[src/rtl/alu_seq_pkg.sv]
// Shared types for the ALU phase sequencer: opcodes, steering control word,
// FSM states and the opcode-to-control decode table.
package alu_seq_pkg;

    typedef enum logic [3:0] {
        OP_ADD   = 4'd0,
        OP_SUB   = 4'd1,
        OP_AND   = 4'd2,
        OP_OR    = 4'd3,
        OP_XOR   = 4'd4,
        OP_SLT   = 4'd5,
        OP_ADDI  = 4'd6,
        OP_PCINC = 4'd7,
        OP_PASSA = 4'd8
    } opcode_e;

    typedef struct packed {
        logic [1:0] alu;
        logic       a_mux;
        logic [1:0] b_mux;
        logic       cin;
        logic       sub;
        logic       stl;
        logic [1:0] mux3;
    } ctl_word_t;

    typedef enum logic [2:0] {
        ST_IDLE,
        ST_LAUNCH,
        ST_EVAL,
        ST_UNWIND,
        ST_RESP,
        ST_FAULT
    } state_e;

    localparam int NUM_LEGAL_OPS = 9;

    // Field order: alu, a_mux, b_mux, cin, sub, stl, mux3; indexed by opcode.
    localparam ctl_word_t DECODE_TABLE [NUM_LEGAL_OPS] = '{
        '{2'b00, 1'b0, 2'b00, 1'b0, 1'b0, 1'b0, 2'b00},
        '{2'b00, 1'b0, 2'b00, 1'b1, 1'b1, 1'b0, 2'b00},
        '{2'b01, 1'b0, 2'b00, 1'b0, 1'b0, 1'b0, 2'b00},
        '{2'b10, 1'b0, 2'b00, 1'b0, 1'b0, 1'b0, 2'b00},
        '{2'b11, 1'b0, 2'b00, 1'b0, 1'b0, 1'b0, 2'b00},
        '{2'b00, 1'b0, 2'b00, 1'b1, 1'b1, 1'b1, 2'b00},
        '{2'b00, 1'b0, 2'b01, 1'b0, 1'b0, 1'b0, 2'b00},
        '{2'b00, 1'b1, 2'b10, 1'b0, 1'b0, 1'b0, 2'b00},
        '{2'b00, 1'b0, 2'b11, 1'b0, 1'b0, 1'b0, 2'b01}
    };

endpackage

[src/rtl/alu_phase_sequencer_if.sv]
// Bundle of the opcode handshake, bennett_clock/ALU side signals and the
// result handshake. master = sequencer, slave = surrounding environment.
interface alu_phase_sequencer_if #(
    parameter int WIDTH = 16
);
    logic             op_valid;
    logic             op_ready;
    logic [3:0]       op_code;
    logic             bclk_reset;
    logic             peak_flag;
    logic             inst_flag;
    logic [WIDTH-1:0] alu_out;
    logic             zero_det;
    logic [1:0]       ctl_alu;
    logic             ctl_a_mux;
    logic [1:0]       ctl_b_mux;
    logic             ctl_cin;
    logic             ctl_sub;
    logic             ctl_stl;
    logic [1:0]       ctl_mux3;
    logic             res_valid;
    logic             res_ready;
    logic [WIDTH-1:0] res_data;
    logic             res_zero;
    logic             res_illegal;
    logic             fault;

    modport master (
        input  op_valid, op_code, peak_flag, inst_flag, alu_out, zero_det, res_ready,
        output op_ready, bclk_reset, ctl_alu, ctl_a_mux, ctl_b_mux, ctl_cin, ctl_sub,
               ctl_stl, ctl_mux3, res_valid, res_data, res_zero, res_illegal, fault
    );

    modport slave (
        output op_valid, op_code, peak_flag, inst_flag, alu_out, zero_det, res_ready,
        input  op_ready, bclk_reset, ctl_alu, ctl_a_mux, ctl_b_mux, ctl_cin, ctl_sub,
               ctl_stl, ctl_mux3, res_valid, res_data, res_zero, res_illegal, fault
    );

endinterface

[src/rtl/alu_op_decoder.sv]
// Combinational opcode decode onto the ALU steering control word.
// Undefined opcodes yield an all-zero control word and illegal_o=1.
module alu_op_decoder
    import alu_seq_pkg::*;
(
    input  logic [3:0] op_code_i,
    output ctl_word_t  ctl_o,
    output logic       illegal_o
);

    always_comb begin
        ctl_o     = '0;
        illegal_o = 1'b1;
        if (op_code_i < 4'(NUM_LEGAL_OPS)) begin
            ctl_o     = DECODE_TABLE[op_code_i];
            illegal_o = 1'b0;
        end
    end

endmodule

[src/rtl/alu_phase_sequencer.sv]
// Issues one ALU operation per Bennett clock sweep, freezing the steering
// controls from acceptance until the sweep completes, and returns the peak result.
module alu_phase_sequencer
    import alu_seq_pkg::*;
#(
    parameter int WIDTH   = 16,
    parameter int TIMEOUT = 64
) (
    input logic                  clk,
    input logic                  reset,
    alu_phase_sequencer_if.master bus
);

    localparam int                CNT_W     = $clog2(TIMEOUT + 1);
    localparam logic [CNT_W-1:0] WDOG_LAST = CNT_W'(TIMEOUT - 1);
    localparam logic [CNT_W-1:0] WDOG_ONE  = CNT_W'(1);

    state_e           state_q, state_d;
    ctl_word_t        ctl_q, ctl_d;
    logic [WIDTH-1:0] res_data_q, res_data_d;
    logic             res_zero_q, res_zero_d;
    logic             res_illegal_q, res_illegal_d;
    logic [CNT_W-1:0] wdog_q, wdog_d;

    ctl_word_t        dec_ctl;
    logic             dec_illegal;

    alu_op_decoder u_decoder (
        .op_code_i (bus.op_code),
        .ctl_o     (dec_ctl),
        .illegal_o (dec_illegal)
    );

    always_ff @(posedge clk) begin
        if (reset) begin
            state_q       <= ST_IDLE;
            ctl_q         <= '0;
            res_data_q    <= '0;
            res_zero_q    <= 1'b0;
            res_illegal_q <= 1'b0;
            wdog_q        <= '0;
        end else begin
            state_q       <= state_d;
            ctl_q         <= ctl_d;
            res_data_q    <= res_data_d;
            res_zero_q    <= res_zero_d;
            res_illegal_q <= res_illegal_d;
            wdog_q        <= wdog_d;
        end
    end

    // Flags are only looked at in EVAL/UNWIND; everywhere else they are strays.
    always_comb begin
        state_d       = state_q;
        ctl_d         = ctl_q;
        res_data_d    = res_data_q;
        res_zero_d    = res_zero_q;
        res_illegal_d = res_illegal_q;
        wdog_d        = wdog_q;
        unique case (state_q)
            ST_IDLE: begin
                if (bus.op_valid) begin
                    ctl_d = dec_ctl;
                    if (dec_illegal) begin
                        res_data_d    = '0;
                        res_zero_d    = 1'b0;
                        res_illegal_d = 1'b1;
                        state_d       = ST_RESP;
                    end else begin
                        res_illegal_d = 1'b0;
                        state_d       = ST_LAUNCH;
                    end
                end
            end
            ST_LAUNCH: begin
                wdog_d  = '0;
                state_d = ST_EVAL;
            end
            ST_EVAL: begin
                if (bus.peak_flag) begin
                    res_data_d = bus.alu_out;
                    res_zero_d = bus.zero_det;
                    wdog_d     = '0;
                    state_d    = bus.inst_flag ? ST_RESP : ST_UNWIND;
                end else if (wdog_q == WDOG_LAST) begin
                    ctl_d   = '0;
                    state_d = ST_FAULT;
                end else begin
                    wdog_d = wdog_q + WDOG_ONE;
                end
            end
            ST_UNWIND: begin
                if (bus.inst_flag) begin
                    state_d = ST_RESP;
                end else if (wdog_q == WDOG_LAST) begin
                    ctl_d   = '0;
                    state_d = ST_FAULT;
                end else begin
                    wdog_d = wdog_q + WDOG_ONE;
                end
            end
            ST_RESP: begin
                if (bus.res_ready) begin
                    state_d = ST_IDLE;
                end
            end
            ST_FAULT: begin
                ctl_d = '0;
            end
            default: begin
                state_d = ST_IDLE;
            end
        endcase
    end

    assign bus.op_ready    = (state_q == ST_IDLE);
    assign bus.bclk_reset  = !((state_q == ST_LAUNCH) || (state_q == ST_EVAL) ||
                               (state_q == ST_UNWIND));
    assign bus.ctl_alu     = ctl_q.alu;
    assign bus.ctl_a_mux   = ctl_q.a_mux;
    assign bus.ctl_b_mux   = ctl_q.b_mux;
    assign bus.ctl_cin     = ctl_q.cin;
    assign bus.ctl_sub     = ctl_q.sub;
    assign bus.ctl_stl     = ctl_q.stl;
    assign bus.ctl_mux3    = ctl_q.mux3;
    assign bus.res_valid   = (state_q == ST_RESP);
    assign bus.res_data    = res_data_q;
    assign bus.res_zero    = res_zero_q;
    assign bus.res_illegal = res_illegal_q;
    assign bus.fault       = (state_q == ST_FAULT);

endmodule
[src/flat_wrapper.sv]
// flat-port wrapper written by rule: the top's interface ports become plain ports
module alu_phase_sequencer_flat import alu_seq_pkg::*;
#(
    parameter int WIDTH   = 16,
    parameter int TIMEOUT = 64
)
  (clk, reset, bus_op_valid, bus_op_code, bus_peak_flag, bus_inst_flag, bus_alu_out, bus_zero_det, bus_res_ready, bus_op_ready, bus_bclk_reset, bus_ctl_alu, bus_ctl_a_mux, bus_ctl_b_mux, bus_ctl_cin, bus_ctl_sub, bus_ctl_stl, bus_ctl_mux3, bus_res_valid, bus_res_data, bus_res_zero, bus_res_illegal, bus_fault);
  alu_phase_sequencer_if #(.WIDTH(WIDTH)) bus_i ();
  input logic clk;
  input logic reset;
  input wire logic [$bits(bus_i.op_valid)-1:0] bus_op_valid;
  input wire logic [$bits(bus_i.op_code)-1:0] bus_op_code;
  input wire logic [$bits(bus_i.peak_flag)-1:0] bus_peak_flag;
  input wire logic [$bits(bus_i.inst_flag)-1:0] bus_inst_flag;
  input wire logic [$bits(bus_i.alu_out)-1:0] bus_alu_out;
  input wire logic [$bits(bus_i.zero_det)-1:0] bus_zero_det;
  input wire logic [$bits(bus_i.res_ready)-1:0] bus_res_ready;
  output wire logic [$bits(bus_i.op_ready)-1:0] bus_op_ready;
  output wire logic [$bits(bus_i.bclk_reset)-1:0] bus_bclk_reset;
  output wire logic [$bits(bus_i.ctl_alu)-1:0] bus_ctl_alu;
  output wire logic [$bits(bus_i.ctl_a_mux)-1:0] bus_ctl_a_mux;
  output wire logic [$bits(bus_i.ctl_b_mux)-1:0] bus_ctl_b_mux;
  output wire logic [$bits(bus_i.ctl_cin)-1:0] bus_ctl_cin;
  output wire logic [$bits(bus_i.ctl_sub)-1:0] bus_ctl_sub;
  output wire logic [$bits(bus_i.ctl_stl)-1:0] bus_ctl_stl;
  output wire logic [$bits(bus_i.ctl_mux3)-1:0] bus_ctl_mux3;
  output wire logic [$bits(bus_i.res_valid)-1:0] bus_res_valid;
  output wire logic [$bits(bus_i.res_data)-1:0] bus_res_data;
  output wire logic [$bits(bus_i.res_zero)-1:0] bus_res_zero;
  output wire logic [$bits(bus_i.res_illegal)-1:0] bus_res_illegal;
  output wire logic [$bits(bus_i.fault)-1:0] bus_fault;
  assign bus_i.op_valid = bus_op_valid;
  assign bus_i.op_code = bus_op_code;
  assign bus_i.peak_flag = bus_peak_flag;
  assign bus_i.inst_flag = bus_inst_flag;
  assign bus_i.alu_out = bus_alu_out;
  assign bus_i.zero_det = bus_zero_det;
  assign bus_i.res_ready = bus_res_ready;
  assign bus_op_ready = bus_i.op_ready;
  assign bus_bclk_reset = bus_i.bclk_reset;
  assign bus_ctl_alu = bus_i.ctl_alu;
  assign bus_ctl_a_mux = bus_i.ctl_a_mux;
  assign bus_ctl_b_mux = bus_i.ctl_b_mux;
  assign bus_ctl_cin = bus_i.ctl_cin;
  assign bus_ctl_sub = bus_i.ctl_sub;
  assign bus_ctl_stl = bus_i.ctl_stl;
  assign bus_ctl_mux3 = bus_i.ctl_mux3;
  assign bus_res_valid = bus_i.res_valid;
  assign bus_res_data = bus_i.res_data;
  assign bus_res_zero = bus_i.res_zero;
  assign bus_res_illegal = bus_i.res_illegal;
  assign bus_fault = bus_i.fault;
  alu_phase_sequencer #(.WIDTH(WIDTH), .TIMEOUT(TIMEOUT)) u_core (.clk(clk), .reset(reset), .bus(bus_i));
endmodule
[config.mk]
export PLATFORM = sky130hd
export DESIGN_NAME = alu_phase_sequencer_flat
export DESIGN_NICKNAME = d
export VERILOG_FILES = /design/src/rtl/alu_seq_pkg.sv /design/src/rtl/alu_phase_sequencer_if.sv /design/src/rtl/alu_op_decoder.sv /design/src/rtl/alu_phase_sequencer.sv /design/src/flat_wrapper.sv
export SDC_FILE = /design/constraint.sdc
export NUM_CORES = 1
export LEC_CHECK = 0
export BUFFER_PORTS_ARGS = -buffer_cell sky130_fd_sc_hd__buf_2
export CAP_MARGIN = 20
export CORE_MARGIN = 2
export CORE_UTILIZATION = 53
export DETAILED_ROUTE_END_ITERATION = 10
export PLACE_DENSITY = 0.84
export RECOVER_POWER = 50
export SLEW_MARGIN = 25
export SYNTH_ARGS = -nofsm -noshare
export SYNTH_HDL_FRONTEND = slang
export SYNTH_SLANG_ARGS = --single-unit
[constraint.sdc]
create_clock -name clk -period 3.9 [get_ports clk]
set_input_delay 0.78 -clock clk [delete_from_list [all_inputs] [get_ports clk]]
set_output_delay 0.78 -clock clk [all_outputs]
set_load 0.01 [all_outputs]
# == After elaboration in Yosys (flattened, before gate mapping) ==
# Memory sizes are Yosys's and may differ from the RTL's.
# Cells that the tools add are included.
# word_totals
memories,1
ff_bits,38
in_bits,27
romBits,160
word_cells,71
out_inout_bits,32
# memory_table
name,words,word_bits,read_ports,rd_clocked_by_memory_dff,write_ports,line_no,rtl
(name not given),16,10,1,0,0,alu_op_decoder.sv:15,ctl_o = DECODE_TABLE[op_code_i];
# op_classes
reduce_logical,12
bitwise_logic,2
add_sub_neg,1
magnitude_cmp,2
eq_ne,12
muxes,29
# ops
op,n
2-to-1 mux 10 bit,7
2-to-1 mux 16 bit,3
one-hot mux 10 bit (4 select lines),1
one-hot mux 16 bit (2 select lines),1
2-to-1 mux 3 bit,7
2-to-1 mux 7 bit,3
one-hot mux 7 bit (3 select lines),1
one-hot mux 3 bit (6 select lines),1
"inequality test 2 bit, second input constant",6
AND reduction 4 bit,2
"adder 7 x 1 -> 7 bit, second input constant",1
"equality test 7 x 6 -> 1 bit, second input constant",1
"equality test 3 x 2 -> 1 bit, second input constant",2
"equality test 3 bit, second input constant",2
">= comparator 5 bit, second input constant",1
NOT 4 -> 5 bit,1
"less-than comparator 4 bit, second input constant",1
2-to-1 mux 1 bit,4
AND reduction 2 bit,2
nonzero test 4 bit,1
"equality test 3 x 1 -> 1 bit, second input constant",1
logical NOT 3 bit,1
AND reduction 3 bit,1
nonzero test 3 bit,1
5 further kinds,6

# == Longest topological paths before layout ==
# Gate-level depths: netlist of run 1.
# depth
depth_word,7
depth_mapped,7
ltp_nobuf,6

# == By module ==
# From an unflattened synthesis of run 1, not the netlist that was laid out.
# hier_totals
cells_unflattened,208
area_unflattened_um2,1836.8
# by_module_without_submodules
mod,cells_each,seq_area_each_um2,area_per_inst_um2,n_inst
alu_phase_sequencer,191,760.7,1707.9,1
alu_op_decoder,17,0.0,128.9,1

# == Worst setup path after synthesis of run 1 ==
# No wires, ideal clock.
# synth_path
path_type,in2reg
start,input port bus_op_code[1]
end,register u_core.res_data_q[10] (netlist: u_core.bus.res_data[10])
setup_time_ps,59
arrival_ps,1866
slack_ps,1976
n_path_buf,2
path_stages,7
required_time_ps,3841
cell_sequence,buf_6 > nor3_1 > nand3b_1 > o21ai_1 > a31oi_4 > buf_6 > a22o_1
# synth_via
elab_chain_cells,3
# synth_rtl
item,line_no,rtl
from (decl),flat_wrapper.sv:12,input wire logic [$bits(bus_i.op_code)-1:0] bus_op_code;
less-than comparator 4 bit,alu_op_decoder.sv:14,if (op_code_i < 4'(NUM_LEGAL_OPS)) begin
inequality test 2 bit (no source line),-,
AND reduction 4 bit (no source line),-,
to (signal assigned),alu_phase_sequencer.sv:45,res_data_q <= res_data_d;
to (decl),alu_phase_sequencer.sv:20,"logic [WIDTH-1:0] res_data_q, res_data_d;"
# Every way passes these cells.
# A chain may end at the register's enable or synchronous reset.

# == Worst setup path after layout of run 1 ==
# layout_path
start,register u_core.wdog_q[0]
end,register u_core.ctl_q (netlist bit u_core.bus.ctl_b_mux[0])
# layout_via
elab_chain_cells,4
elab_cells_between_ends,5
cone_classes,1 x eq/ne; 4 x mux
# layout_rtl
item,line_no,rtl
from (decl),alu_phase_sequencer.sv:23,"logic [CNT_W-1:0] wdog_q, wdog_d;"
from (signal assigned),alu_phase_sequencer.sv:48,wdog_q <= wdog_d;
equality test 7 x 6 -> 1 bit *,"alu_phase_sequencer.sv:85, alu_phase_sequencer.sv:95",
2-to-1 mux 10 bit *,-,
2-to-1 mux 10 bit (on tied branches),-,
one-hot mux 10 bit (4 select lines) *,-,
to (signal assigned),alu_phase_sequencer.sv:44,ctl_q <= ctl_d;
to (decl),alu_phase_sequencer.sv:19,"ctl_word_t ctl_q, ctl_d;"
# Mark *: on every way between the ends. The rest lies on a longest branch, timed or not. The select of a mux whose other input is x is not followed.

==> load_flow_metrics.sql, run 1 <==
INSERT INTO impl_metrics (metric_group, metric, value, unit) VALUES
('logic_synthesis', 'post_synth.cell_area_avg', '9.88', 'um2'),
('worst_setup_path', 'critPathArrivalTime', '2.97', 'ns'),
('sta', 'fin_hold_ws', '0.481', 'ns'),
('routing', 'routedLengthMet1', '1.63', 'mm'),
('routing', 'via_cell_ratio', '5.22', ''),
('global_routing', 'largest_net_degree_at_the_start_of_global_routing', '19', ''),
('cts', 'clk_latency', '0.33', 'ns'),
('place', 'dp_hpwl', '2.44', 'mm'),
('sta', 'rel_slew_slack', '0.0171', ''),
('floorplanning', 'initial_core_util', '0.562', ''),
('global_routing', 'first_global_vias', '1147', ''),
('routing', 'routed_wire_length', '3.36', 'mm'),
('finish', 'antenna_cells_inserted', '0', ''),
('cts', 'clk_pin_slew_worst_paths', '0.10', 'ns'),
('finish', 'final_layout_size_suffix_gt1_frac', '0.232', ''),
('floorplanning', 'num_io_pins', '59', ''),
('routing', 'number_of_design_rule_violations_left_after_detail_routing', '0', ''),
('finish', 'area_growth', '16.6', '%'),
('global_routing', 'number_of_antenna_violations_at_the_first_check_in_global_routing', '0', ''),
('floorplanning', 'core-area', '3080', 'um2'),
('logic_synthesis', 'synth_sequential_area_ratio', '0.417', ''),
('logic_synthesis', 'netlist_area', '1730', 'um2'),
('logic_synthesis', 'yosys_most_used_dff', 'sky130_fd_sc_hd__dfxtp_1', ''),
('sta', 'setup-violations-final', '0', ''),
('sta', 'timing.final.crit_period', '2.74', 'ns'),
('worst_setup_path', 'crit_path_max_fanout', '12', ''),
('floorplanning', 'die-area', '3740', 'um2'),
('sta', 'final-hold-violation-count', '0', ''),
('worst_setup_path', 'cp-start-kind', 'flip-flop', ''),
('job', 'cap_violations', '1', ''),
('place', 'portBuffers', '57', ''),
('routing', 'sum_of_met2_wire_segment_lengths_after_detailed_routing', '1.44', 'mm'),
('logic_synthesis', 'synth_enable_flop_cells', '0', ''),
('routing', 'top_metal_used', 'met4', ''),
('logic_synthesis', 'synth.yosys.warnings', '0', ''),
('floorplanning', 'die_height', '61.1', 'um'),
('cts', 'cts-resized-gates', '0', ''),
('routing', 'avgRoutedWirePerCell', '12.3', 'um'),
('cts', 'ctsRootBufferMaster', 'sky130_fd_sc_hd__clkbuf_4', ''),
('sta', 'timing.final.crit_share', '0.703', ''),
('routing', 'dr_wl_met3', '246', 'um'),
('cts', 'clkSinkCount', '36', ''),
('sta', 'setup_repair_after_global_routing_missed_its_margin', 'no', ''),
('routing', 'drtPass1Iterations', '6', ''),
('min_path', 'min_path_type', 'reg2reg', ''),
('sta', 'drv_slew', '0', ''),
('finish', 'fin_util', '0.655', ''),
('pwr', 'irDropWorstVdd', '0.263', 'mV'),
('pwr', 'power-per-cell-area', '389', 'nW/um2'),
('sta', 'max_slew.worst_pin.slew', '1.46', 'ns'),
('sta', 'clock.fmax', '0.365', 'GHz'),
('cts', 'cts_hold_buf', '0', ''),
('routing', 'routed-via-count', '1419', ''),
('global_routing', 'gr-total-overflow', '0', ''),
('place', 'globalplace.congestion', '0.832', ''),
('cts', 'htree_num_levels', '2', ''),
('worst_setup_path', 'critPathCaptureType', 'flip-flop', ''),
('pwr', 'p_leak', '0.791', 'nW'),
('routing', 'drc_violation_total_after_the_first_tritonroute_iteration', '34', ''),
('run_status', 'violations_in_the_final_reports', 'max-capacitance violations', ''),
('cts', 'clock_path_buffers', '2', ''),
('place', 'dp.cells', '264', ''),
('worst_setup_path', 'worstSetupPathType', 'reg2reg', ''),
('logic_synthesis', 'synth_async_sr_flop_share', '0', ''),
('worst_setup_path', 'cp.required', '4.13', 'ns'),
('floorplanning', 'floorplan.die.width', '61.1', 'um'),
('finish', 'final.fill_count', '277', ''),
('run_status', 'status', 'finished, violations left', ''),
('routing', 'ant_nets', '0', ''),
('cts', 'cts-buffers-inserted', '5', ''),
('cts', 'cts_tree', 'done', ''),
('cts', 'cts_setup_buffers', '0', ''),
('finish', 'final_cell_count_no_fill', '272', ''),
('logic_synthesis', 'syn-instance-count', '175', ''),
('sta', 'clock-skew-final', '0.00698', 'ns'),
('global_routing', 'global_route.usage.total', '0.183', ''),
('logic_synthesis', 'synth_fp_nets', '203', ''),
('floorplanning', 'rows', '20', ''),
('logic_synthesis', 'synth-seq-cells', '36', ''),
('global_routing', 'grt_pass1_wl', '5.14', 'mm'),
('logic_synthesis', 'yosysUniqueCellTypes', '48', ''),
('sta', 'timing.setup.tns', '0', 'ns'),
('finish', 'nets', '255', '');
-- worst paths after layout --
path	depth (start not counted)	to	slack (ns)	from
setup reg to reg	5	u_core.bus.ctl_b_mux[0]	1.16	u_core.wdog_q[0]
hold reg to reg	2	u_core.bus.ctl_stl	0.48	u_core.bus.ctl_stl
hold / removal	2	u_core.bus.ctl_stl	0.48	u_core.bus.ctl_stl
setup / recovery	5	u_core.bus.ctl_b_mux[0]	1.16	u_core.wdog_q[0]
-- sequential cells by signal (all words and copies together) (netlist names), 2 cells and up --
signal	flops
u_core.state_q	3
u_core.bus.ctl_b_mux	2
u_core.wdog_q	7
u_core.bus.res_data	16
u_core.bus.ctl_alu	2
-- routing by layer --
| layer | up-vias | global-route usage |
|---|---|---|
| li1 | 731 | - |
| met5 | - | 0 |
| met2 | 46 | 0.280 |
| met1 | 637 | 0.245 |
| met4 | 0 | 0.0559 |
| met3 | 5 | 0.0651 |
-- worst max-delay path, stage by stage (launching register included) --
cell and delay (ns):
sky130_fd_sc_hd__dfxtp_1 0.38, sky130_fd_sc_hd__ha_1 0.19, sky130_fd_sc_hd__nand3_1 0.12, sky130_fd_sc_hd__nor3_1 1.17, sky130_fd_sc_hd__a31oi_4 0.39, sky130_fd_sc_hd__mux2_4 0.39
-- stage by stage --
stage / setup WS (ns) / power, mW / cell area [um2]
3_3_place_gp: 1.72 / 0.543 / 1980
3_5_place_dp: 1.71 / 0.545 / 1980
6_report: 1.16 / 0.785 / 2020
2_1_floorplan: 1.98 / 0.509 / 1730
4_1_cts: 1.54 / 0.797 / 2060
5_1_grt: 0.930 / 0.825 / 2020
-- synthesized netlist by cell type, types with 2 or more instances --
| library cell | instances | share of area |
|---|---|---|
| sky130_fd_sc_hd__buf_4 | 3 | 0.013 |
| sky130_fd_sc_hd__mux2_4 | 4 | 0.035 |
| sky130_fd_sc_hd__nor3_1 | 6 | 0.017 |
| sky130_fd_sc_hd__nor2_1 | 12 | 0.026 |
| sky130_fd_sc_hd__nor3b_1 | 3 | 0.013 |
| sky130_fd_sc_hd__a31oi_4 | 2 | 0.025 |
| sky130_fd_sc_hd__nand3b_1 | 2 | 0.0087 |
| sky130_fd_sc_hd__mux2i_1 | 5 | 0.029 |
| sky130_fd_sc_hd__nand3_1 | 4 | 0.012 |
| sky130_fd_sc_hd__a22o_1 | 17 | 0.086 |
| sky130_fd_sc_hd__dfxtp_1 | 36 | 0.42 |
| sky130_fd_sc_hd__nor2b_1 | 7 | 0.025 |
| sky130_fd_sc_hd__nand2b_1 | 4 | 0.014 |
| sky130_fd_sc_hd__inv_1 | 2 | 0.0043 |
| sky130_fd_sc_hd__o22ai_1 | 2 | 0.0072 |
| sky130_fd_sc_hd__clkbuf_1 | 2 | 0.0043 |
| sky130_fd_sc_hd__o21ai_0 | 6 | 0.017 |
| sky130_fd_sc_hd__nor3_2 | 2 | 0.012 |
| sky130_fd_sc_hd__buf_2 | 3 | 0.0087 |
| sky130_fd_sc_hd__nand2_1 | 13 | 0.028 |
| sky130_fd_sc_hd__buf_6 | 4 | 0.026 |
| sky130_fd_sc_hd__xnor2_1 | 6 | 0.030 |
| sky130_fd_sc_hd__a21oi_1 | 5 | 0.014 |
-- cell type report --
class                      instances  area, um2  share of cell area
timing repair buffer              57        251               0.125
tap                               44       55.1              0.0273
clock buffer                       6       41.3              0.0205
inverter                           3       11.3             0.00558
multi-input combinational        124        902               0.447
clock inverter                     2       35.0              0.0174
sequential                        36        721               0.357
-- kinds of logic (layout without fill, tap and decap cells) --
family	after synthesis	after routing	synth area share
AOI/OAI and AO/OA	46	46	0.219
xor gates and xnor gates	6	6	0.0304
adders and majority gates	1	1	0.00723
buffers and inverters	15	68	0.0586
DFF	36	36	0.417
muxes	9	9	0.0637
other	1	1	0.00217
and+or+nand+nor	61	61	0.203
-- placed cells by master (no fill, tap or decap), types with 2 or more instances in the layout --
cell type / instances
sky130_fd_sc_hd__nor2_1: 12
sky130_fd_sc_hd__nor3b_1: 3
sky130_fd_sc_hd__mux2_4: 4
sky130_fd_sc_hd__clkbuf_4: 5
sky130_fd_sc_hd__clkbuf_1: 28
sky130_fd_sc_hd__inv_1: 2
sky130_fd_sc_hd__a22o_1: 17
sky130_fd_sc_hd__nand3b_1: 2
sky130_fd_sc_hd__dfxtp_1: 36
sky130_fd_sc_hd__nand2b_1: 4
sky130_fd_sc_hd__a21oi_1: 5
sky130_fd_sc_hd__xnor2_1: 6
sky130_fd_sc_hd__o21ai_0: 6
sky130_fd_sc_hd__a31oi_4: 2
sky130_fd_sc_hd__mux2i_1: 5
sky130_fd_sc_hd__nor3_1: 7
sky130_fd_sc_hd__buf_2: 30
sky130_fd_sc_hd__nor2b_1: 7
sky130_fd_sc_hd__nand2_1: 13
sky130_fd_sc_hd__nand3_1: 4
sky130_fd_sc_hd__o22ai_1: 2
-- where the power goes --
part | switching [mW] | internal [mW]
clock network | 0.116 | 0.134
logic | 0.0782 | 0.0595
registers | 0.0159 | 0.381
total | 0.210 | 0.575
(Power assumes the default switching activity.)
==> run 2: changes to the inputs <==
ABC_AREA = 1   (was unset)
CORE_UTILIZATION = 51   (was 53)
PLACE_DENSITY = 0.8   (was 0.84)
clock period = 2.7 ns   (was 3.9 ns; I/O delays follow)
==> load_flow_metrics.sql, run 2 <==
INSERT INTO impl_metrics (metric_group, metric, value, unit) VALUES
('run_status', 'status', 'complete, no violations', ''),
('routing', 'drc_violation_total_after_the_first_tritonroute_iteration', '129', ''),
('cts', 'clock_path_buffers', '2', ''),
('finish', 'largest_register_ffs', '16', ''),
('logic_synthesis', 'ys_top_cells_by_area', 'sky130_fd_sc_hd__dfxtp_1 (38%), sky130_fd_sc_hd__nand2_1 (13%), sky130_fd_sc_hd__nand3_1 (6.8%)', ''),
('pwr', 'switchingPower', '494', 'uW'),
('routing', 'number_of_design_rule_violations_left_after_detail_routing', '0', ''),
('worst_setup_path', 'critical_path.max_stage_delay', '0.53', 'ns'),
('job', 'cap_violations', '0', ''),
('floorplanning', 'core-area', '3630', 'um2'),
('sta', 'drv_slew', '0', ''),
('finish', 'antenna_cells_inserted', '0', ''),
('cts', 'cts_setup_buffers', '0', ''),
('pwr', 'power.share.clock', '0.282', ''),
('pwr', 'p_comb_frac', '0.292', ''),
('floorplanning', 'initial_core_util', '0.523', ''),
('global_routing', 'grt_use_met1', '0.254', ''),
('worst_setup_path', 'cp.required', '2.91', 'ns'),
('sta', 'setup-violations-final', '0', ''),
('worst_setup_path', 'cp-start-kind', 'flip-flop', ''),
('sta', 'clock.fmax', '0.488', 'GHz'),
('floorplanning', 'rows', '22', ''),
('place', 'globalplace.congestion', '0.910', ''),
('sta', 'postLayoutSetupSlackWorst', '0.649', 'ns'),
('floorplanning', 'die-area', '4230', 'um2'),
('sta', 'rel_slew_slack', '0.520', ''),
('routing', 'ant_nets', '0', ''),
('sta', 'clock-skew-final', '0.00417', 'ns'),
('pwr', 'swShare', '0.343', ''),
('global_routing', 'number_of_antenna_violations_at_the_first_check_in_global_routing', '0', ''),
('routing', 'via_cell_ratio', '4.95', ''),
('global_routing', 'grt_pass1_wl', '7.00', 'mm'),
('cts', 'cts_hold_buf', '0', ''),
('logic_synthesis', 'synth_sequential_area_ratio', '0.379', ''),
('finish', 'final_common_cell', 'sky130_fd_sc_hd__nand2_1', ''),
('logic_synthesis', 'dominant_cell_by_count_in_the_synthesized_netlist', 'sky130_fd_sc_hd__nand2_1', ''),
('logic_synthesis', 'synth_enable_flop_cells', '0', ''),
('global_routing', 'largest_net_degree_at_the_start_of_global_routing', '23', ''),
('worst_setup_path', 'critPathCaptureType', 'flip-flop', ''),
('sta', 'fin_hold_ws', '0.461', 'ns'),
('routing', 'routed-via-count', '1846', ''),
('worst_setup_path', 'timing.reg2reg.worst_path_depth', '7', ''),
('place', 'portBuffers', '57', ''),
('pwr', 'power.share.sequential', '0.426', ''),
('worst_setup_path', 'critPathArrivalTime', '2.27', 'ns'),
('global_routing', 'gr-total-overflow', '0', ''),
('finish', 'final_layout_size_suffix_gt1_frac', '0.231', ''),
('cts', 'htree_num_levels', '2', ''),
('sta', 'final-hold-violation-count', '0', ''),
('sta', 'timing.final.crit_share', '0.760', ''),
('floorplanning', 'die_height', '65.1', 'um'),
('logic_synthesis', 'synth.yosys.warnings', '0', ''),
('place', 'dp_hpwl', '3.09', 'mm'),
('logic_synthesis', 'synth_async_sr_flop_share', '0', ''),
('floorplanning', 'num_io_pins', '59', ''),
('global_routing', 'gr-usage-met3', '0.0590', ''),
('global_routing', 'top_usage_layer', 'met2', ''),
('floorplanning', 'floorplan.die.width', '65.1', 'um'),
('sta', 'timing.setup.tns', '0', 'ns'),
('sta', 'max_slew.worst_pin.slew', '0.718', 'ns'),
('worst_setup_path', 'crit_path_max_fanout', '17', ''),
('logic_synthesis', 'yosysUniqueCellTypes', '28', ''),
('finish', 'layout_common_cells', 'sky130_fd_sc_hd__nand2_1 (67), sky130_fd_sc_hd__dfxtp_1 (36), sky130_fd_sc_hd__buf_2 (30)', ''),
('worst_setup_path', 'worst_path_most_repeated_cell', 'sky130_fd_sc_hd__nand2_1', ''),
('finish', 'area_growth', '17.5', '%'),
('pwr', 'p_leak', '0.950', 'nW'),
('finish', 'nets', '353', ''),
('routing', 'routed_wire_length', '4.06', 'mm'),
('global_routing', 'global_route.usage.total', '0.212', ''),
('cts', 'clkSinkCount', '36', ''),
('routing', 'avgRoutedWirePerCell', '10.9', 'um'),
('logic_synthesis', 'synth_largest_area_cell', 'sky130_fd_sc_hd__dfxtp_1', ''),
('cts', 'cts-resized-gates', '0', ''),
('logic_synthesis', 'synth-seq-cells', '36', ''),
('routing', 'drtPass1Iterations', '4', ''),
('cts', 'clk_pin_slew_worst_paths', '0.07', 'ns'),
('logic_synthesis', 'syn-instance-count', '267', ''),
('logic_synthesis', 'netlist_area', '1900', 'um2'),
('logic_synthesis', 'area_share_of_the_largest_cell_type_after_synthesis', '0.379', ''),
('logic_synthesis', 'yosys_most_used_dff', 'sky130_fd_sc_hd__dfxtp_1', ''),
('place', 'placement.setup.worst_slack', '1.08', 'ns'),
('logic_synthesis', 'synth_fp_nets', '295', ''),
('global_routing', 'first_global_vias', '1679', ''),
('cts', 'ctsRootBufferMaster', 'sky130_fd_sc_hd__clkbuf_8', ''),
('cts', 'cts_tree', 'done', ''),
('min_path', 'hold_depth', '2', ''),
('pwr', 'cell_internal_pwr', '946', 'uW'),
('global_routing', 'grtUsageMet2', '0.363', ''),
('sta', 'timing.final.crit_period', '2.05', 'ns'),
('pwr', 'irDropWorstVdd', '0.339', 'mV'),
('cts', 'clk_latency', '0.28', 'ns'),
('min_path', 'min_path_type', 'reg2reg', ''),
('worst_setup_path', 'cp_cell_instances', 'nor2_1 > nand3_1 > nand2_1 > inv_1 > nand2_1 > nand2_1 > a21oi_1', ''),
('pwr', 'power-per-cell-area', '644', 'nW/um2'),
('cts', 'cts-buffers-inserted', '5', ''),
('logic_synthesis', 'post_synth.cell_area_avg', '7.12', 'um2'),
('worst_setup_path', 'cpMaxStageDelayCell', 'sky130_fd_sc_hd__nand2_1', ''),
('logic_synthesis', 'commonest_cells_post_synth', 'sky130_fd_sc_hd__nand2_1 (66), sky130_fd_sc_hd__dfxtp_1 (36), sky130_fd_sc_hd__nor2_1 (27)', ''),
('sta', 'setup_repair_after_global_routing_missed_its_margin', 'no', ''),
('worst_setup_path', 'worstSetupPathType', 'reg2reg', '');
[run 2: final timing paths]
check,end,from,slack [ns]
worst max register to register,u_core.bus.res_zero,u_core.state_q[2],0.65
worst max-delay path,u_core.bus.res_zero,u_core.state_q[2],0.65
worst min register to register,u_core.bus.res_data[0],u_core.bus.res_data[0],0.46
worst min-delay path,u_core.bus.res_data[0],u_core.bus.res_data[0],0.46
[run 2: cells by family after synthesis]
group                    count (synthesis)  synth area share
AO/OA/AOI/OAI                           41             0.134
adder cells (fa/ha/maj)                  1           0.00658
buffers and inverters                   37            0.0895
flip-flops                              36             0.379
other                                    1           0.00197
AND/OR/NAND/NOR                        151             0.389
[run 2: final cells by class]
| class | instances | area [um2] |
|---|---|---|
| Sequential cell | 36 | 721 |
| Multi-Input combinational cell | 194 | 983 |
| Clock buffer | 7 | 96.3 |
| Inverter | 30 | 115 |
| Tap cell | 48 | 60.1 |
| Timing Repair Buffer | 58 | 259 |
| Fill cell | 389 | 1400 |
[run 2: worst max-delay path: cells and delay by family, from the launching register on]
kind | cells | cell delay [ns]
and+or+nand+nor | 5 | 1.41
AOI/OAI and AO/OA | 1 | 0.15
DFF | 1 | 0.39
buffers and inverters | 1 | 0.04
[run 2: metal layers]
layer,routed length [um],share of wire
met5,0,0
met4,70,0.017
met3,212,0.052
met2,1920,0.47
met1,1860,0.46
[run 2: power by group through the flow]
stage,logic [mW],clock network [mW],registers [mW]
after CTS,0.445,0.420,0.616
after global routing,0.480,0.449,0.620
after detailed placement,0.443,0,0.628
final,0.421,0.406,0.614
after floorplan,0.330,0,0.635
after global placement,0.434,0,0.626
[run 2: stage by stage]
| step | power, mW | util | cell area, um2 | instances |
|---|---|---|---|---|
| global route | 1.55 | 0.615 | 2230 | 373 |
| detailed placement | 1.07 | 0.605 | 2200 | 366 |
| floorplan | 0.965 | - | 1900 | 267 |
| finish | 1.44 | 0.615 | 2230 | 373 |
| CTS | 1.48 | 0.632 | 2300 | 373 |
| global placement | 1.06 | 0.605 | 2200 | 366 |
==> run 3: changes to the inputs <==
CORE_UTILIZATION = 46   (was 51)
PLACE_DENSITY = 0.76   (was 0.8)
clock period = 1.75 ns   (was 2.7 ns; I/O delays follow)
==> load_flow_metrics.sql, run 3 (synthesis results as in run 2) <==
INSERT INTO impl_metrics (metric_group, metric, value, unit) VALUES
('pwr', 'power-per-cell-area', '982', 'nW/um2'),
('global_routing', 'global_route.usage.total', '0.190', ''),
('floorplanning', 'rows', '23', ''),
('global_routing', 'number_of_antenna_violations_at_the_first_check_in_global_routing', '0', ''),
('worst_setup_path', 'critPathBufInv', '3', ''),
('sta', 'fin_hold_ws', '0.314', 'ns'),
('job', 'cap_violations', '0', ''),
('routing', 'routed-via-count', '1826', ''),
('worst_setup_path', 'critPathLaunch', 'u_core.state_q[0]', ''),
('cts', 'clk_latency', '0.28', 'ns'),
('sta', 'drv_slew', '0', ''),
('sta', 'setup_repair_after_global_routing_missed_its_margin', 'no', ''),
('worst_setup_path', 'critical_path.max_stage_delay', '0.43', 'ns'),
('routing', 'number_of_design_rule_violations_left_after_detail_routing', '0', ''),
('finish', 'area_growth', '18.4', '%'),
('worst_setup_path', 'critical-path-top-delay-family', 'flip-flops', ''),
('sta', 'clock-skew-final', '0.00562', 'ns'),
('routing', 'via_cell_ratio', '4.86', ''),
('place', 'dp.cells', '368', ''),
('floorplanning', 'core-area', '4000', 'um2'),
('cts', 'ctsRootBufferMaster', 'sky130_fd_sc_hd__clkbuf_8', ''),
('worst_setup_path', 'critPathCaptureType', 'primary output', ''),
('finish', 'nets', '353', ''),
('cts', 'clk_pin_slew_worst_paths', '0.07', 'ns'),
('sta', 'timing.final.crit_share', '0.892', ''),
('sta', 'timing.final.crit_period', '1.56', 'ns'),
('finish', 'antenna_cells_inserted', '0', ''),
('place', 'globalplace.congestion', '0.928', ''),
('finish', 'final_layout_size_suffix_gt1_frac', '0.248', ''),
('worst_setup_path', 'cpMaxStageDelayCell', 'sky130_fd_sc_hd__dfxtp_2', ''),
('worst_setup_path', 'cp-start-kind', 'flip-flop', ''),
('finish', 'final_cell_count_no_fill', '376', ''),
('place', 'portBuffers', '57', ''),
('cts', 'cts-buffers-inserted', '5', ''),
('worst_setup_path', 'cp.required', '1.40', 'ns'),
('routing', 'drc_violation_total_after_the_first_tritonroute_iteration', '129', ''),
('floorplanning', 'num_io_pins', '59', ''),
('place', 'dp_hpwl', '3.07', 'mm'),
('pwr', 'fin_total_pwr', '2.21', 'mW'),
('finish', 'largest_register_ffs', '16', ''),
('finish', 'layout_common_cells', 'sky130_fd_sc_hd__nand2_1 (68), sky130_fd_sc_hd__dfxtp_1 (33), sky130_fd_sc_hd__buf_2 (30)', ''),
('routing', 'routed_wire_length', '4.05', 'mm'),
('pwr', 'irDropWorstVdd', '0.638', 'mV'),
('global_routing', 'grt_pass1_wl', '6.65', 'mm'),
('pwr', 'p_leak', '0.951', 'nW'),
('finish', 'final.fill_count', '401', ''),
('worst_setup_path', 'worst_path_most_repeated_cell', 'sky130_fd_sc_hd__inv_1', ''),
('global_routing', 'largest_net_degree_at_the_start_of_global_routing', '23', ''),
('min_path', 'hold_path.startpoint', 'bus_alu_out[2]', ''),
('routing', 'avgRoutedWirePerCell', '10.8', 'um'),
('floorplanning', 'die-area', '4660', 'um2'),
('global_routing', 'first_global_vias', '1530', ''),
('cts', 'clkSinkCount', '36', ''),
('sta', 'timing.setup.tns', '0', 'ns'),
('worst_setup_path', 'reg2reg_from', 'u_core.wdog_q[1]', ''),
('cts', 'htree_num_levels', '2', ''),
('cts', 'cts_tree', 'done', ''),
('worst_setup_path', 'cp_cell_instances', 'inv_1 > a21oi_2 > inv_1 > buf_2', ''),
('floorplanning', 'die_height', '68.3', 'um'),
('floorplanning', 'initial_core_util', '0.475', ''),
('sta', 'final-hold-violation-count', '0', ''),
('worst_setup_path', 'worstSetupPathType', 'reg2out', ''),
('cts', 'cts_setup_buffers', '0', ''),
('routing', 'drtPass1Iterations', '4', ''),
('floorplanning', 'floorplan.die.width', '68.3', 'um'),
('global_routing', 'gr-total-overflow', '0', ''),
('min_path', 'min_path_type', 'in2reg', ''),
('routing', 'ant_nets', '0', ''),
('sta', 'clock.fmax', '0.641', 'GHz'),
('worst_setup_path', 'crit_path_max_fanout', '8', ''),
('sta', 'setup-violations-final', '0', ''),
('worst_setup_path', 'critPathArrivalTime', '1.21', 'ns'),
('cts', 'clock_path_buffers', '2', ''),
('run_status', 'status', 'complete, no violations', ''),
('finish', 'final_common_cell', 'sky130_fd_sc_hd__nand2_1', '');
## run 3: changes by cell type in the layout (fill, tap and decap cells not counted), sizes merged
cell    before  now
clkbuf      34   35
## run 3: path summary, 6_finish.rpt
check	endpoint	cells after the start	slack (ns)
min reg2reg	u_core.bus.res_data[0]	2	0.46
min	u_core.bus.res_data[2]	3	0.31
max reg2reg	u_core.bus.ctl_b_mux[1]	8	0.22
max	bus_bclk_reset	4	0.19
## run 3: timing repair
action	CTS	global route
hold buffers	0	0
resized for setup	0	3
setup endpoints to repair	0	2
## run 3: layout make-up
cell class | count | area, um2 | share of cell area
inverters | 30 | 115 | 0.0511
multi-input cells | 194 | 1000 | 0.444
well taps | 50 | 62.6 | 0.0278
clock buffers | 8 | 90.1 | 0.0400
flip-flops and latches | 36 | 724 | 0.322
repair buffers | 58 | 259 | 0.115
## run 3: metrics by stage
step	instance area (um2)	setup slack (ns)	utilization
after floorplan	1900	0.415	-
after global placement	2200	0.263	0.551
after detailed placement	2200	0.253	0.551
after CTS	2290	0.0407	0.573
after global routing	2250	0.0873	0.563
final	2250	0.189	0.563
## run 3: worst register-to-register path, stage by stage (launching register included)
cell and delay (ns):
sky130_fd_sc_hd__dfxtp_1 0.36, sky130_fd_sc_hd__ha_1 0.22, sky130_fd_sc_hd__nand2_1 0.09, sky130_fd_sc_hd__nor2_1 0.18, sky130_fd_sc_hd__nand3_1 0.12, sky130_fd_sc_hd__nand2_2 0.17, sky130_fd_sc_hd__nand3_1 0.12, sky130_fd_sc_hd__nor2_1 0.11
sky130_fd_sc_hd__nor2_1 0.05
## run 3: metal layers
metal / global-route usage / wire [um] / vias to the layer above / part of all wire
met1: 0.246 / 1840 / 792 / 0.45
met2: 0.297 / 1870 / 62 / 0.46
met3: 0.0493 / 292 / 4 / 0.072
met5: 0 / 0 / - / 0
met4: 0.0825 / 49 / 0 / 0.012
li1: - / - / 968 / -
## run 3: where the power goes
part	switching, mW	internal, mW
Clock	0.281	0.321
Combinational	0.432	0.222
Sequential	0.0595	0.895
Total	0.773	1.44
